--- src/rtl/fetch_unit.sv ---
// rtl/fetch_unit.sv - instruction fetch stage: owns fetch PC, drives IMEM, buffers words for decode
module fetch_unit #(
  parameter int              XLEN     = 32,
  parameter logic [XLEN-1:0] RESET_PC = '0,
  parameter int              DEPTH    = 2
) (
  input  logic            clk,
  input  logic            rst,
  input  logic            redirect_valid,
  input  logic [XLEN-1:0] redirect_pc,
  output logic [XLEN-1:0] imem_addr,
  input  logic [XLEN-1:0] imem_rdata,
  output logic            inst_valid,
  input  logic            inst_ready,
  output logic [XLEN-1:0] inst_out,
  output logic [XLEN-1:0] inst_pc
);
  localparam int PW = (DEPTH > 1) ? $clog2(DEPTH) : 1;
  localparam int CW = $clog2(DEPTH + 1);

  logic [XLEN-1:0] fetch_pc;
  logic [XLEN-1:0] inflight_pc;
  logic            inflight_valid;
  logic [XLEN-1:0] fifo_pc   [DEPTH];
  logic [XLEN-1:0] fifo_inst [DEPTH];
  logic [PW-1:0]   rd_ptr;
  logic [PW-1:0]   wr_ptr;
  logic [CW-1:0]   count;
  logic [CW:0]     occupancy;
  logic            pop;
  logic            push;
  logic            issue;

  assign imem_addr  = fetch_pc;
  assign inst_valid = (count != '0);
  assign inst_out   = inst_valid ? fifo_inst[rd_ptr] : '0;
  assign inst_pc    = inst_valid ? fifo_pc[rd_ptr] : '0;
  assign pop        = inst_valid & inst_ready;
  assign push       = inflight_valid & !redirect_valid;

  // Count the in-flight word as already occupying a slot so a push can never overflow.
  assign occupancy  = {1'b0, count} + (CW+1)'(inflight_valid) - (CW+1)'(pop);
  assign issue      = !redirect_valid && (occupancy < (CW+1)'(DEPTH));

  always_ff @(posedge clk or negedge rst) begin
    if (!rst) begin
      fetch_pc       <= RESET_PC;
      inflight_pc    <= '0;
      inflight_valid <= 1'b0;
      rd_ptr         <= '0;
      wr_ptr         <= '0;
      count          <= '0;
    end else if (redirect_valid) begin
      fetch_pc       <= {redirect_pc[XLEN-1:2], 2'b00};
      inflight_valid <= 1'b0;
      rd_ptr         <= '0;
      wr_ptr         <= '0;
      count          <= '0;
    end else begin
      if (issue) begin
        inflight_pc <= fetch_pc;
        fetch_pc    <= fetch_pc + XLEN'(4);
      end
      inflight_valid <= issue;
      if (push) wr_ptr <= wr_ptr + PW'(1);
      if (pop)  rd_ptr <= rd_ptr + PW'(1);
      count <= count + CW'(push) - CW'(pop);
    end
  end

  always_ff @(posedge clk) begin
    if (push) begin
      fifo_pc[wr_ptr]   <= inflight_pc;
      fifo_inst[wr_ptr] <= imem_rdata;
    end
  end

endmodule

--- config.mk ---
export PLATFORM = sky130hd
export DESIGN_NAME = fetch_unit
export DESIGN_NICKNAME = d
export VERILOG_FILES = /design/src/rtl/fetch_unit.sv
export SDC_FILE = /design/constraint.sdc
export NUM_CORES = 1
export LEC_CHECK = 0
export ABC_AREA = 1
export CELL_PAD_IN_SITES_DETAIL_PLACEMENT = 0
export CELL_PAD_IN_SITES_GLOBAL_PLACEMENT = 1
export CORE_MARGIN = 1
export CORE_UTILIZATION = 34
export CTS_BUF_LIST = sky130_fd_sc_hd__clkbuf_16
export DETAILED_ROUTE_END_ITERATION = 8
export GPL_ROUTABILITY_DRIVEN = 0
export PLACE_DENSITY = 0.79
export SYNTH_ARGS = -nofsm -noshare
export SYNTH_HDL_FRONTEND = slang
export SYNTH_SLANG_ARGS = --single-unit
--- constraint.sdc ---
create_clock -name clk -period 4.7 [get_ports clk]
set_clock_uncertainty 0.1 [all_clocks]
set_input_delay 0.94 -clock clk [delete_from_list [all_inputs] [get_ports clk]]
set_output_delay 0.94 -clock clk [all_outputs]
set_load 0.01 [all_outputs]
# Word-level counts from Yosys, hierarchy flattened
# Memories as Yosys holds them, arrays and structs flattened.
# Cells that the tools add are included.
[word_totals] regBits=69 mem_bits_rw=128 out_inout_bits=97 elab_cells=38 mem_count=2
[classes] addsub=7 magnitude_cmp=1 n_mux=12 bitwise=3 n_reduce_logical=7
[mem_list] name="fifo_inst" words=2 width=32 read_ports=1 rd_ports_with_merged_regs=0 wr=1 line="25" text="logic [XLEN-1:0] fifo_inst [DEPTH];"
[mem_list] name="fifo_pc" words=2 width=32 read_ports=1 rd_ports_with_merged_regs=0 wr=1 line="24" text="logic [XLEN-1:0] fifo_pc [DEPTH];"
[ops] op="$mux 32" n=4
[ops] op="$add 32x3->32 const B" n=1
[ops] op="$reduce_bool 2->1" n=4
[ops] op="$mux 1" n=7
[ops] op="$add 2x1->3" n=1
[ops] op="$lt 3x2->1 const B" n=1
[ops] op="$sub 3x1->3" n=1
[ops] op="$add 1x1->1 const B" n=2
[ops] op="$add 2x1->2" n=1
[ops] op="$and 1x1->1" n=2
[ops] op="$mux 2" n=1
[ops] op="$reduce_and 2->1" n=1
[ops] op="$sub 2x1->2" n=1
[ops] op="$logic_and 1x1->1" n=1
[ops] op="$logic_not 1->1" n=1
[ops] op="$not 1->1" n=1

# Longest topological paths before layout
[depth] ltp_word=7 mapped_depth=14

# Worst setup path after synthesis
# Ideal clock, no wire load.
[synth_timing] path_type="input to register" from="input redirect_valid" to="memory fifo_inst[0][0] (enable)" arrival_ns=4.104 setup_slack_ns=0.014 path_stages=5 path_buffers=2 path_cell_list="buf_2 > inv_2 > buf_2 > nand2_1 > nor2_1"
[synth_between] elab_chain_cells=4
[synth_lines] element="start, declared" line="9" text="input logic redirect_valid,"
[synth_lines] element="$logic_not 1->1" line="39" text="assign push = inflight_valid & !redirect_valid;"
[synth_lines] element="$and 1x1->1" line="39"
[synth_lines] element="$mux 1" line="72" text="if (push) begin"
[synth_lines] element="$mux 1 (implied by the code)" line="74" text="fifo_inst[wr_ptr] <= imem_rdata;"
[synth_lines] element="end, declared" line="25"
# Every way passes these cells.

# Worst setup path after layout
[layout_timing] from="register rd_ptr" to="output inst_out[13]"
[layout_between] elab_chain_cells=2
[layout_lines] element="start, declared" line="26" text="logic [PW-1:0] rd_ptr;"
[layout_lines] element="start signal, assigned" line="66" text="if (pop) rd_ptr <= rd_ptr + PW'(1);"
[layout_lines] element="$mem_v2 2x32"
[layout_lines] element="$mux 32" line="36" text="assign inst_out = inst_valid ? fifo_inst[rd_ptr] : '0;"
[layout_lines] element="end, declared" line="15" text="output logic [XLEN-1:0] inst_out,"
# Every way passes these cells.

==> results.md <==
- Io pins: around 170
- Final #Nets: 1,044
- Antenna Nets Post-Route: 0
- Tightest Pin Transition: 0.753 ns
- Initial DRC Count: 300
- CORE AREA: 23,700 sq um
- FILL cells: roughly 2.3k
- Crit path required time: 3.66 ns
- Die W: 158 microns
- Yosys cell types: 35
- Final worst-path setup slack: 1.08 ns
- Layout cell share with drive strength beyond 1: 0.0680
- Count of final hold-check violations: 0
- Critical path capture point type: primary output
- Peak supply drop: 340 uV
- HPWL after DPL: 13,000 microns
- Initial DRT Pass Iterations: 4
- Commonest cells after routing, fill and taps aside: 279 x nand2_1, 157 x clkdlybuf4s50_1, 124 x edfxtp_1, 70 x a21oi_1, 64 x dfrtp_1
- Total track usage: 0.163
- Commonest non-fill, non-tap cell in the layout: nand2_1
- First-pass GRT wire length: 30,500 microns
- CTS tree: built
- Starting Density: 0.349
- Post-synthesis simple-gate area fraction: 0.217
- Worst EP arrival: 2.58 ns
- Setup crit end: inst_out[13]
- Synth Register Bits: between 150 and 200
- Setup Crit Path Kind: reg -> out
- Maximum clock frequency: 277 MHz
- Unrepaired setup endpoints after global routing: no
- DIE AREA: around 25,000 sq um
- Synth Area in Compound Gates: 0.0692
- Synthesis Warnings: 0
- Number of global-route vias before repair: between 5k and 6k
- Leakage power: 4.20 nW
- # setup viols final: 0
- Residual DRC: 0
- Worst slack, placed: 0.702 ns
- Reg2Reg Setup Slack: 1.69 ns
- PwrDens: 631 nW/um^2
- Adder-cell share of the synthesized area: 0.00545
- CTS Buf Count: 17
- Max-Cap Viols: 0
- H-tree Lvls: 4
- IO Port Bufs: ~160
- Clock-pin slew on the worst setup and hold paths: 0.07 ns
- Critical Path Start Type: flop
- Synth Cell Area: 8270 sq um
- WL/cell: 15.0 microns
- Inserted Diodes: 0
- Synth-to-layout area growth: 30.4%
- Hold Startpoint: inflight_pc[31]$_DFFE_PN0P_
- Initial antenna violation count: 0
- Cts hold-fix bufs: 0
- Crit-path max FO: between 40 and 50
- Final wirelength: 19,600 microns
- Main combinational cell family by area after synthesis: simple AND/OR/NAND/NOR gates
- Reg2reg end: imem_addr[21]$_DFFE_PN0P_
- Clk root buf: clkbuf_16
- GRT Residual Overflow: 0
- Max Root-Sink Buffers: 2
- Synth Area per Inst: ~10 sq um
- Post-synthesis xor/xnor area fraction: 0.0115
- Min-Delay Path Class: reg -> reg
- Pin count of the biggest net entering global routing: 65
- Final Slew Violations: 0
- Floorplan row count: 56
- Chip height: 158 microns
- Final Critical Period: ~3.6 ns
- Clock sinks: 189
- Clk_lat worst skew: approximately 0.42 ns
- Post-route clock period utilization: 0.769
- Status: finished, final reports clean
- Sequential-to-total area share from yosys stat: 0.647
- Setup_tns: 0 ns
- Resize count post-CTS: 0
- Vias per cell: 4.63
- Multiplexer area fraction after synthesis: 0
- Routed vias: 6,040
- Slew margin rel.: 0.498
- CP startpoint: rd_ptr$_DFFE_PN0P_
- Syn Inst Count: 824
- Worst reg2reg startpoint: count[1]$_DFF_PN0_
- Post-CTS setup buffer count: 0
- FF-to-FF path depth: 13
## registers in the layout (all words and copies together) (netlist names)
name and cells:
wr_ptr 1, rd_ptr 1, inflight_valid 1, count 2, fifo_pc 60, fifo_inst 64
imem_addr 30, inflight_pc 30
## logic make-up after synthesis
logic type | after synthesis
AOI/OAI and AO/OA | 110
xor gates and xnor gates | 10
adders and majority gates | 3
buffers and inverters | 94
DFF | 189
other | 1
and+or+nand+nor | 417
## cell type report
cell class                      instances  area [sq um]  area share
Sequential cell                       189          5350       0.497
Multi-Input combinational cell        544          2540       0.236
Timing Repair Buffer                  167          1680       0.156
Clock buffer                           17           425      0.0395
Tap cell                              319           399      0.0370
Inverter                               54           205      0.0190
Clock inverter                         15           174      0.0161
## how the worst min path moves through the flow
stage	to	slack (ns)	depth (start not counted)
floorplan	fifo_pc[0][15]$_DFFE_PP_	0.34	0
global placement	fifo_pc[0][17]$_DFFE_PP_	0.35	0
detailed placement	fifo_pc[1][31]$_DFFE_PP_	0.36	0
CTS	fifo_pc[0][31]$_DFFE_PP_	0.38	0
global route	fifo_pc[0][31]$_DFFE_PP_	0.39	0
finish	fifo_pc[1][31]$_DFFE_PP_	0.37	0
## per-layer routing
layer,vias to the layer above,share of wire,global-route usage,routed length (microns)
met5,-,0,0,0
met4,0,0.015,0.0555,293
met3,19,0.066,0.0345,1280
met2,164,0.46,0.267,9080
met1,2817,0.46,0.213,8950
li1,3040,-,-,-
## worst max-delay path, cell delays in order (launching register included)
cell	delay [ns]
dfrtp_2	0.41
inv_2	0.55
buf_4	0.38
nand2_1	0.08
a21oi_1	0.17
clkdlybuf4s50_1	0.56
## power breakdown
group	switching, W	total (W)	internal (W)
Clock	0.000612	0.00145	0.000838
Sequential	0.000365	0.00263	0.00226
Combinational	0.00158	0.00272	0.00114
## cell usage after synthesis
cell	count	share of area
ha_1	2	0.0030
buf_2	9	0.0054
buf_6	3	0.0041
nand2_4	1	0.0014
dfrtp_1	65	0.20
nand2_2	4	0.0030
nand2_1	279	0.13
nand3b_1	8	0.0073
a31oi_1	1	0.00076
a21oi_1	70	0.042
inv_2	3	0.0014
nand3_2	3	0.0036
xor2_1	3	0.0032
clkbuf_1	20	0.0091
buf_1	3	0.0014
buf_4	5	0.0045
inv_1	50	0.023
nor3_1	5	0.0030
o211ai_1	6	0.0054
o21ai_0	30	0.018
a21oi_2	1	0.0011
o22ai_1	1	0.00076
nor2_4	4	0.0054
inv_4	1	0.00076
xnor2_2	1	0.0020
nand3_1	47	0.028
xnor2_1	6	0.0064
o21ai_1	1	0.00060
conb_1	1	0.00045
fa_1	1	0.0024
nand4_1	9	0.0068
nor2_2	6	0.0045
nand3_4	2	0.0042
nor2_1	49	0.022
edfxtp_1	124	0.45
## stage by stage
step	hold slack [ns]	total power, W	std cells	util	instance area (sq um)
floorplan	0.342	0.00415	827	-	8280
global placement	0.352	0.00537	1273	0.430	10200
detailed placement	0.360	0.00542	1273	0.430	10200
CTS	0.377	0.00689	1305	0.455	10800
global route	0.388	0.00728	1305	0.455	10800
finish	0.374	0.00680	1305	0.455	10800
No activity file was read; power rests on OpenSTA's default activity.
